--- src/rtl/uart_pkg.sv ---
// Shared definitions for the UART receive path: FSM state encodings and default frame shape.
package uart_pkg;

  localparam int DEF_DATA_BITS  = 8;
  localparam int DEF_OVERSAMPLE = 16;

  typedef enum logic [2:0] {
    ST_IDLE  = 3'd0,
    ST_START = 3'd1,
    ST_DATA  = 3'd2,
    ST_STOP  = 3'd3,
    ST_BRK   = 3'd4
  } rx_state_t;

endpackage

--- src/rtl/uart_receiver_if.sv ---
// Receiver-side signal bundle: oversample tick and serial pin in, host read handshake and status out.
interface uart_receiver_if
  import uart_pkg::*;
#(
  parameter int DATA_BITS = DEF_DATA_BITS
);

  logic                 en;
  logic                 rx;
  logic                 rd_en;
  logic [DATA_BITS-1:0] rx_data;
  logic                 rx_ready;
  logic                 frame_err;
  logic                 overrun;
  logic                 busy;

  modport master (
    output en, rx, rd_en,
    input  rx_data, rx_ready, frame_err, overrun, busy
  );

  modport slave (
    input  en, rx, rd_en,
    output rx_data, rx_ready, frame_err, overrun, busy
  );

endinterface

--- src/rtl/uart_rx_sync.sv ---
// Two-flop synchroniser for the asynchronous rx pin; both flops reset to RESET_VAL.
module uart_rx_sync #(
  parameter logic RESET_VAL = 1'b1
) (
  input  logic clk,
  input  logic reset,
  input  logic d,
  output logic q
);

  logic meta;

  always_ff @(posedge clk) begin
    if (reset) begin
      meta <= RESET_VAL;
      q    <= RESET_VAL;
    end else begin
      meta <= d;
      q    <= meta;
    end
  end

endmodule

--- src/rtl/uart_receiver.sv ---
// UART receive path: synchronised rx, mid-bit start validation, LSB-first data capture,
// stop-bit check with frame error / overrun reporting, and a held byte until read.
module uart_receiver
  import uart_pkg::*;
#(
  parameter int DATA_BITS  = DEF_DATA_BITS,
  parameter int OVERSAMPLE = DEF_OVERSAMPLE
) (
  input logic            clk,
  input logic            reset,
  uart_receiver_if.slave bus
);

  localparam int TW = (OVERSAMPLE > 1) ? $clog2(OVERSAMPLE) : 1;
  localparam int BW = (DATA_BITS > 1) ? $clog2(DATA_BITS) : 1;

  localparam logic [TW-1:0] HALF_LAST = TW'(OVERSAMPLE / 2 - 1);
  localparam logic [TW-1:0] FULL_LAST = TW'(OVERSAMPLE - 1);
  localparam logic [BW-1:0] LAST_BIT  = BW'(DATA_BITS - 1);

  rx_state_t            state;
  logic                 rx_s;
  logic [TW-1:0]        tick_cnt;
  logic [BW-1:0]        bit_idx;
  logic [DATA_BITS-1:0] shift;
  logic [DATA_BITS-1:0] rx_data_q;
  logic                 rx_ready_q;
  logic                 frame_err_q;
  logic                 overrun_q;
  logic                 busy_q;

  uart_rx_sync #(
    .RESET_VAL(1'b1)
  ) u_sync (
    .clk  (clk),
    .reset(reset),
    .d    (bus.rx),
    .q    (rx_s)
  );

  always_ff @(posedge clk) begin
    if (reset) begin
      state       <= ST_IDLE;
      tick_cnt    <= '0;
      bit_idx     <= '0;
      shift       <= '0;
      rx_data_q   <= '0;
      rx_ready_q  <= 1'b0;
      frame_err_q <= 1'b0;
      overrun_q   <= 1'b0;
      busy_q      <= 1'b0;
    end else begin
      frame_err_q <= 1'b0;
      if (bus.rd_en) begin
        rx_ready_q <= 1'b0;
        overrun_q  <= 1'b0;
      end

      if (bus.en) begin
        case (state)
          ST_IDLE: begin
            if (!rx_s) begin
              state    <= ST_START;
              tick_cnt <= '0;
              busy_q   <= 1'b1;
            end
          end

          ST_START: begin
            if (tick_cnt == HALF_LAST) begin
              if (!rx_s) begin
                state    <= ST_DATA;
                tick_cnt <= '0;
                bit_idx  <= '0;
              end else begin
                state  <= ST_IDLE;
                busy_q <= 1'b0;
              end
            end else begin
              tick_cnt <= tick_cnt + 1'b1;
            end
          end

          ST_DATA: begin
            if (tick_cnt == FULL_LAST) begin
              shift[bit_idx] <= rx_s;
              tick_cnt       <= '0;
              if (bit_idx == LAST_BIT) state <= ST_STOP;
              else                     bit_idx <= bit_idx + 1'b1;
            end else begin
              tick_cnt <= tick_cnt + 1'b1;
            end
          end

          ST_STOP: begin
            if (tick_cnt == FULL_LAST) begin
              tick_cnt <= '0;
              if (rx_s) begin
                // New byte overrides a coincident read: ready stays set, overrun is dropped.
                rx_data_q  <= shift;
                rx_ready_q <= 1'b1;
                overrun_q  <= bus.rd_en ? 1'b0 : (overrun_q | rx_ready_q);
                state      <= ST_IDLE;
                busy_q     <= 1'b0;
              end else begin
                frame_err_q <= 1'b1;
                state       <= ST_BRK;
              end
            end else begin
              tick_cnt <= tick_cnt + 1'b1;
            end
          end

          ST_BRK: begin
            if (rx_s) begin
              state  <= ST_IDLE;
              busy_q <= 1'b0;
            end
          end

          default: begin
            state  <= ST_IDLE;
            busy_q <= 1'b0;
          end
        endcase
      end
    end
  end

  assign bus.rx_data   = rx_data_q;
  assign bus.rx_ready  = rx_ready_q;
  assign bus.frame_err = frame_err_q;
  assign bus.overrun   = overrun_q;
  assign bus.busy      = busy_q;

endmodule

--- src/flat_wrapper.sv ---
// flat-port wrapper written by rule: the top's interface ports become plain ports
module uart_receiver_flat import uart_pkg::*;
#(
  parameter int DATA_BITS  = DEF_DATA_BITS,
  parameter int OVERSAMPLE = DEF_OVERSAMPLE
)
  (clk, reset, bus_en, bus_rx, bus_rd_en, bus_rx_data, bus_rx_ready, bus_frame_err, bus_overrun, bus_busy);
  uart_receiver_if #(.DATA_BITS(DATA_BITS)) bus_i ();
  input logic clk;
  input logic reset;
  input wire logic [$bits(bus_i.en)-1:0] bus_en;
  input wire logic [$bits(bus_i.rx)-1:0] bus_rx;
  input wire logic [$bits(bus_i.rd_en)-1:0] bus_rd_en;
  output wire logic [$bits(bus_i.rx_data)-1:0] bus_rx_data;
  output wire logic [$bits(bus_i.rx_ready)-1:0] bus_rx_ready;
  output wire logic [$bits(bus_i.frame_err)-1:0] bus_frame_err;
  output wire logic [$bits(bus_i.overrun)-1:0] bus_overrun;
  output wire logic [$bits(bus_i.busy)-1:0] bus_busy;
  assign bus_i.en = bus_en;
  assign bus_i.rx = bus_rx;
  assign bus_i.rd_en = bus_rd_en;
  assign bus_rx_data = bus_i.rx_data;
  assign bus_rx_ready = bus_i.rx_ready;
  assign bus_frame_err = bus_i.frame_err;
  assign bus_overrun = bus_i.overrun;
  assign bus_busy = bus_i.busy;
  uart_receiver #(.DATA_BITS(DATA_BITS), .OVERSAMPLE(OVERSAMPLE)) u_core (.clk(clk), .reset(reset), .bus(bus_i));
endmodule
--- config.mk ---
export PLATFORM = sky130hd
export DESIGN_NAME = uart_receiver_flat
export DESIGN_NICKNAME = d
export VERILOG_FILES = /design/src/rtl/uart_pkg.sv /design/src/rtl/uart_receiver_if.sv /design/src/rtl/uart_rx_sync.sv /design/src/rtl/uart_receiver.sv /design/src/flat_wrapper.sv
export SDC_FILE = /design/constraint.sdc
export NUM_CORES = 1
export LEC_CHECK = 0
export CAP_MARGIN = 20
export CELL_PAD_IN_SITES_DETAIL_PLACEMENT = 2
export CELL_PAD_IN_SITES_GLOBAL_PLACEMENT = 2
export CORE_MARGIN = 4
export CORE_UTILIZATION = 37
export DETAILED_ROUTE_END_ITERATION = 6
export PLACE_DENSITY_LB_ADDON = 0.25
export SLEW_MARGIN = 15
export SYNTH_ARGS = -nofsm -noshare
export SYNTH_HDL_FRONTEND = slang
export SYNTH_SLANG_ARGS = --single-unit
--- constraint.sdc ---
create_clock -name clk -period 5.1 [get_ports clk]
set_input_delay 1.02 -clock clk [delete_from_list [all_inputs] [get_ports clk]]
set_output_delay 1.02 -clock clk [all_outputs]
set_load 0.01 [all_outputs]
# Yosys cells after proc, flatten, opt, wreduce, memory -nomap -nowiden
# Cells that the tools add are included.
[word_totals]
register_bits = 32
in_bits = 5
out_inout_bits = 12
wordCells = 85
[classes]
n_addsub = 2
magnitude_cmp = 2
eq_ne = 15
mux = 38
bitwise_logic = 5
n_reduce_logical = 12
[op_table]
columns = ["op", "count"]
rows = [
  ["$mux 3", 11],
  ["$mux 1", 17],
  ["$pmux 3 s5", 1],
  ["$mux 4", 3],
  ["$pmux 4 s3", 1],
  ["$bwmux 8", 1],
  ["$ne 2x1->1 const B", 4],
  ["$ne 2x2->1 const B", 4],
  ["$reduce_and 7->1", 1],
  ["$eq 3x2->1 const B", 2],
  ["$eq 3x3->1 const B", 2],
  ["$pmux 3 s2", 1],
  ["$reduce_and 6->1", 1],
  ["$pmux 1 s5", 1],
  ["$reduce_and 5->1", 1],
  ["$add 4x1->4 const B", 1],
  ["$eq 4x3->1 const B", 1],
  ["$eq 4x4->1 const B", 1],
  ["$lt 3x4->1 const B", 1],
  ["$not 1->1", 4],
  ["$reduce_and 4->1", 1],
  ["$reduce_or 4->1", 1],
  ["$add 3x1->3 const B", 1],
  ["$demux 1 s3", 1],
  ["11 further kinds", 11],
]

# Depth between registers and ports, before layout
[logic_depth]
word_depth = 6
depth_mapped = 7
mapped_depth_nobuf = 6

# By module
# A second synthesis with hierarchy kept.
[hier_totals]
cells_unflattened = 179
hier_area_um2 = 1636.6
[by_module_without_submodules]
columns = ["mod", "n_inst", "cells_per_inst", "area_per_inst_um2"]
rows = [
  ["uart_receiver", 1, 175, 1584.0],
  ["uart_rx_sync", 1, 4, 52.6],
]

# Least setup slack after synthesis
# OpenSTA, ideal clock, no wires.
[synth_timing]
kind = "input -> register"
startpoint = "input port bus_en"
endpoint = "register u_core.bit_idx[0]"
arrival_ns = 1.941
required_ns = 5.029
path_slack_ns = 3.088
path_stages = 4
path_cell_list = "and2b_1 -> o21ai_1 -> or4_1 -> a21oi_1"
[synth_between]
elab_chain_len = 1
[synth_lines]
columns = ["item", "line", "rtl"]
rows = [
  ["from (decl)", "flat_wrapper.sv:11", "input wire logic [$bits(bus_i.en)-1:0] bus_en;"],
  ["$reduce_and 6->1 (no line)", "n/a", ""],
  ["to (signal assigned)", "uart_receiver.sv:89", "else bit_idx <= bit_idx + 1'b1;"],
  ["to (decl)", "uart_receiver.sv:24", "logic [BW-1:0] bit_idx;"],
]
# Every way passes these cells.
# A chain may end at the register's enable or synchronous reset.

# Worst setup path after layout
# Same ends and word-level chain as after synthesis.

==> metrics.txt <==
status finished, final reports clean; Pwr Density 297 nW/um^2; TritonCTS clock tree yes; Worst Hold Class flip-flop to flip-flop; Area Overhead vs Synth 15.3%; CTS Buf Count 5; Crit. End Element flip-flop; Clock Path Buffers 2; die height 73.9 microns; die area 5460 sq um; GP Congestion 0.807; Wirelength per Cell 18.8 microns; synthesized area per cell 8.88 sq um; Top FF cell, synth dfxtp_1; startpoint types input pin; r2r setup slk 3040 ps; relative slew slack 53.7%; EDFF count, synth 0; Initial Util 39.1%; total core area 4120 sq um; Row Count 23; Final Cycle Share 51.1%; Least-Margin Pin Slew 694 ps; Pwr Total 551 uW; non-filler cells, final 241; Final HPWL DP 3150 microns; Hold Buf Count CTS 0; Cells after DPL 234; vias in the first global route 1573; Async SR Flop Fraction 0%; post-layout util 45.1%; r2r startpoint u_core.state[0]; critical path class input pin to flip-flop; RSZ-0062 raised after global routing no; Detailed Route Iter0 Violations 74; most frequent cells in the layout dfxtp_1, nor2_1, mux2i_1; Hold Vio Cnt, Final 0; reg2reg end u_core.bit_idx[0]; Port Buf Inserts 16; Fmax achieved 384 MHz; #FFs+latches synth 32; first-pass GRT wire length 7860 microns; Congestion Overflow GR 0; synth warn 0; hold depth 1; Synth area leaders dfxtp_1, mux2i_1, nor2_1, nand4_1, a21oi_1; min Tclk post-route 2610 ps; final setup vio count 0; setup_tns 0 ps; Peak VDD IR 0.000172 V; IO Count 17; # fillers 459; largest net degree at the start of global routing 33; Die W 73.9 microns; drt drc 0; Post-Syn Instances 181; reg2reg path depth 4; CTS root buf clkbuf_8; Sink Count 32; Leak 0.661 nW; Post-CTS Setup Bufs 0; register area share after synthesis 39.8%; Clock Pin Slew Worst Setup and Hold Paths 70 ps; via count 1379; Hold Path End u_core.u_sync.q; Clk Latency, worst-skew pair 280 ps; final antenna-violating net count 0; layout cell share with drive strength beyond 1 8.38%; Synth area leader dfxtp_1; Post-CTS Resized 0; DR vias/cell 5.72; MaxCap Viol Count 0; drt total wl 4530 microns; H-tree depth 2; crit path DAT 2810 ps; commonest non-fill, non-tap cell in the layout dfxtp_1; multi-input logic area 877 sq um; fin nets 199; crit path max fanout 7; share of the synthesized area in the top cell type 39.8%; Hold Crit Start u_core.u_sync.meta; ANT cells 0; drt first pass iters 4; gr usage total 18.8%; FF/Latch Area 641 sq um; synthesized area 1610 sq um; syn_nets 189; clk_skew 9.08 ps; Final Max Tran Viols 0; Critical Path RT 5310 ps; library cells used by synthesis 44; initial antenna violation count 0
-- critical path: stages --
cell and delay, ps:
clkdlybuf4s50_1 560, and2b_1 310, o21ai_1 210, or4_1 520, a21oi_1 180
-- registers in the layout, summed over array words and instances (netlist names) --
name and flops:
u_core.bus.rx_data 8, u_core.shift 8, u_core.tick_cnt 4, u_core.bit_idx 3
u_core.state 3, u_core.bus.busy 1, u_core.bus.frame_err 1, u_core.bus.overrun 1
u_core.bus.rx_ready 1, u_core.u_sync.meta 1, u_core.u_sync.q 1
-- layer usage --
metal,global-route usage (%),vias to the layer above,share of wire [%]
li1,-,673,-
met1,21.6,682,43
met2,34.1,17,53
met3,4.10,7,2.2
met4,6.24,0,1.4
met5,0,-,0
-- cell usage after synthesis, drive strengths merged, types with 2 or more instances --
cell type	count
dfxtp	32
nor2	23
mux2i	16
nand4	11
o21ai	11
a21oi	10
buf	9
clkbuf	5
nand2	5
inv	4
nand2b	4
nor2b	4
nor3b	4
a31oi	3
ha	3
nor3	3
nor4	3
or2	3
or3	3
a211oi	2
a311oi	2
nand3b	2
o211ai	2
xnor2	2
-- how the worst max path moves through the flow --
stage	start	to	cells after the start
global placement	bus_en	u_core.bit_idx[0]	5
floorplan	bus_en	u_core.bit_idx[0]	4
global route	bus_en	u_core.bit_idx[0]	5
detailed placement	bus_en	u_core.bit_idx[0]	5
CTS	bus_en	u_core.bit_idx[0]	5
finish	bus_en	u_core.bit_idx[0]	5
-- report_power, final --
part	total (mW)	switching, mW	internal [mW]
combinational	0.0699	0.0399	0.0299
sequential	0.271	0.0154	0.256
clock	0.209	0.0893	0.120
total	0.551	0.145	0.406
-- cell type report --
type,instances,share of cell area [%]
inverters,4,0.810
clock buffers,7,5.20
multi-input cells,131,47.3
well taps,50,3.37
flip-flops and latches,32,34.5
repair buffers,17,8.77
-- per-stage QoR --
stage	hold slack [ps]	worst slack [ps]	area (sq um)
floorplan	389	3090	1610
global placement	395	2340	1760
detailed placement	408	2240	1760
CTS	426	2480	1860
global route	451	2370	1850
finish	423	2490	1850
-- cell families (layout without fill, tap and decap cells) --
group	Yosys count	in the layout	synth area share [%]
flip-flops	32	32	39.8
AO/OA/AOI/OAI	37	37	15.0
AND/OR/NAND/NOR	72	72	25.1
adder cells (fa/ha/maj)	3	3	2.33
buffers and inverters	18	28	5.60
XOR/XNOR	3	3	2.10
multiplexers	16	16	9.96
No activity file was read; power rests on OpenSTA's default activity.
==> edit, RTL diff (same flow settings) <==
Change the package constant `DEF_DATA_BITS` from 8 to 16.
--- a/src/rtl/uart_pkg.sv
+++ b/src/rtl/uart_pkg.sv
@@ -1,7 +1,7 @@
 // Shared definitions for the UART receive path: FSM state encodings and default frame shape.
 package uart_pkg;
 
-  localparam int DEF_DATA_BITS  = 8;
+  localparam int DEF_DATA_BITS  = 16;
   localparam int DEF_OVERSAMPLE = 16;
 
   typedef enum logic [2:0] {
Ports: changed (resized bus_rx_data); port bits go from 17 to 25. No check against the original RTL was run, so the function may have changed too.
==> edit against the original RTL <==
Setup slack lost 350 ps; sequential cell count grew 17; synthesized area grew 40%; global-route usage shrank 1.4 points; wire length grew 30%; critical path depth is the same; final cell count grew 45%; total power grew 28%; first-iteration DRC count grew 22%; sequential power grew 44%; cell area grew 41%; largest cell class unchanged.
==> edit: results (changes against the original RTL) <==
<table>
<tr><th>Metric</th><th>Value</th></tr>
<tr><th colspan="2">Run status</th></tr>
<tr><td>Outcome</td><td>finished clean</td></tr>
<tr><th colspan="2">Yosys</th></tr>
<tr><td>Synthesized net count</td><td>273 (+44%)</td></tr>
<tr><td>Largest cells by area after synthesis</td><td>sky130_fd_sc_hd__dfxtp_1 44%, sky130_fd_sc_hd__nand2_1 7.0%, sky130_fd_sc_hd__a21oi_1 5.6%</td></tr>
<tr><td>Proportion of synthesized chip area in sequential cells</td><td>43.5% (+3.7 points)</td></tr>
<tr><td>Cells after Synth</td><td>263 (+45%)</td></tr>
<tr><td>Unique cell type count in the Yosys netlist</td><td>50 (+14%)</td></tr>
<tr><th colspan="2">Clock tree</th></tr>
<tr><td>Clock Latency Late Sink</td><td>300 ps (+20 ps)</td></tr>
<tr><td>Clock slew at reported path FFs</td><td>100 ps (+30 ps)</td></tr>
<tr><th colspan="2">Route</th></tr>
<tr><td>WL per Instance</td><td>16.8 um (-11%)</td></tr>
<tr><td>Total number of vias</td><td>1954 (+42%)</td></tr>
<tr><td>Initial DRC Count</td><td>90 (+22%)</td></tr>
<tr><th colspan="2">Power</th></tr>
<tr><td>Worst IR Drop VDD</td><td>0.000160 V (-7.1%)</td></tr>
<tr><td>P_leak</td><td>0.869 nW (+31%)</td></tr>
<tr><td>Share of total power consumed by net switching</td><td>22.7% (-3.5 points)</td></tr>
<tr><th colspan="2">GRT</th></tr>
<tr><td>Wire length of the first global-routing pass</td><td>10300 um (+31%)</td></tr>
<tr><td>Vias in the first global route</td><td>2051 (+30%)</td></tr>
<tr><td>Maximum number of pins on one net before global-route repair</td><td>32 (-3.0%)</td></tr>
<tr><th colspan="2">Worst setup path</th></tr>
<tr><td>Length in cells of the worst reg-to-reg path</td><td>5 (+1)</td></tr>
<tr><td>Arrival time of data at the critical path endpoint</td><td>3140 ps (+330 ps)</td></tr>
<tr><td>Delay of the slowest critical-path stage</td><td>540 ps (-20 ps)</td></tr>
<tr><td>CP top delay family</td><td>buffers and inverters</td></tr>
<tr><td>End of the worst register-to-register path</td><td>u_core.bus.rx_data[2]</td></tr>
<tr><td>Maximum fanout along the worst path</td><td>31 (+24)</td></tr>
<tr><th colspan="2">Layout</th></tr>
<tr><td>Share of cells above drive strength 1</td><td>5.45% (-2.9 points)</td></tr>
<tr><td>Non-Filler Instances</td><td>350 (+45%)</td></tr>
<tr><th colspan="2">Placed design</th></tr>
<tr><td>Worst setup slack before clock tree synthesis</td><td>1780 ps (-461 ps)</td></tr>
<tr><td>Instance area at placement</td><td>2500 um^2 (+42%)</td></tr>
<tr><td>Placed cell count</td><td>342 (+46%)</td></tr>
<tr><th colspan="2">STA</th></tr>
<tr><td>Transition time at the pin with the least slew margin</td><td>833 ps (+139 ps)</td></tr>
</table>
==> edit: layout make-up <==
cell class	count	area, um^2	area share [%]
clock buffers	6	72.6	2.78
clock inverters	2	38.8	1.48
inverters	4	15.0	0.575
multi-input cells	189	1160	44.5
flip-flops and latches	49	981	37.5
well taps	75	93.8	3.59
repair buffers	25	248	9.48
==> edit: layer usage <==
metal	global-route usage (%)	wire (um)	vias up	share of wire, %
li1	-	-	967	-
met1	23.7	2940	966	50
met2	28.2	2750	17	47
met3	3.36	127	4	2.2
met4	4.32	57	0	0.97
met5	0	0	-	0
==> edit: cell families (layout without fill, tap and decap cells) <==
family	after synthesis	count (layout)	share of synthesized area (%)
adder cells (fa/ha/maj)	5	5	2.78
multiplexers	6	6	2.89
AO/OA/AOI/OAI	64	64	18.4
buffers and inverters	25	37	4.83
XOR/XNOR	4	4	1.55
AND/OR/NAND/NOR	110	110	26.0
flip-flops	49	49	43.5
==> edit: worst max path at each step <==
stage | startpoint | to | slack [ps] | cells past startpoint
finish | reset | u_core.shift[3] | 2150 | 5
global route | bus_en | u_core.bus.rx_data[15] | 1920 | 4
CTS | reset | u_core.shift[3] | 2120 | 5
detailed placement | reset | u_core.shift[3] | 1780 | 5
global placement | reset | u_core.shift[2] | 1930 | 5
floorplan | bus_en | u_core.bus.rx_data[10] | 3050 | 5
==> edit: through the flow <==
step,utilization [%],hold WS [ps],total power [mW]
after floorplan,-,389,0.423
after global routing,44.1,442,0.741
after CTS,44.1,426,0.717
after detailed placement,42.2,403,0.436
final,44.1,423,0.706
after global placement,42.2,394,0.434
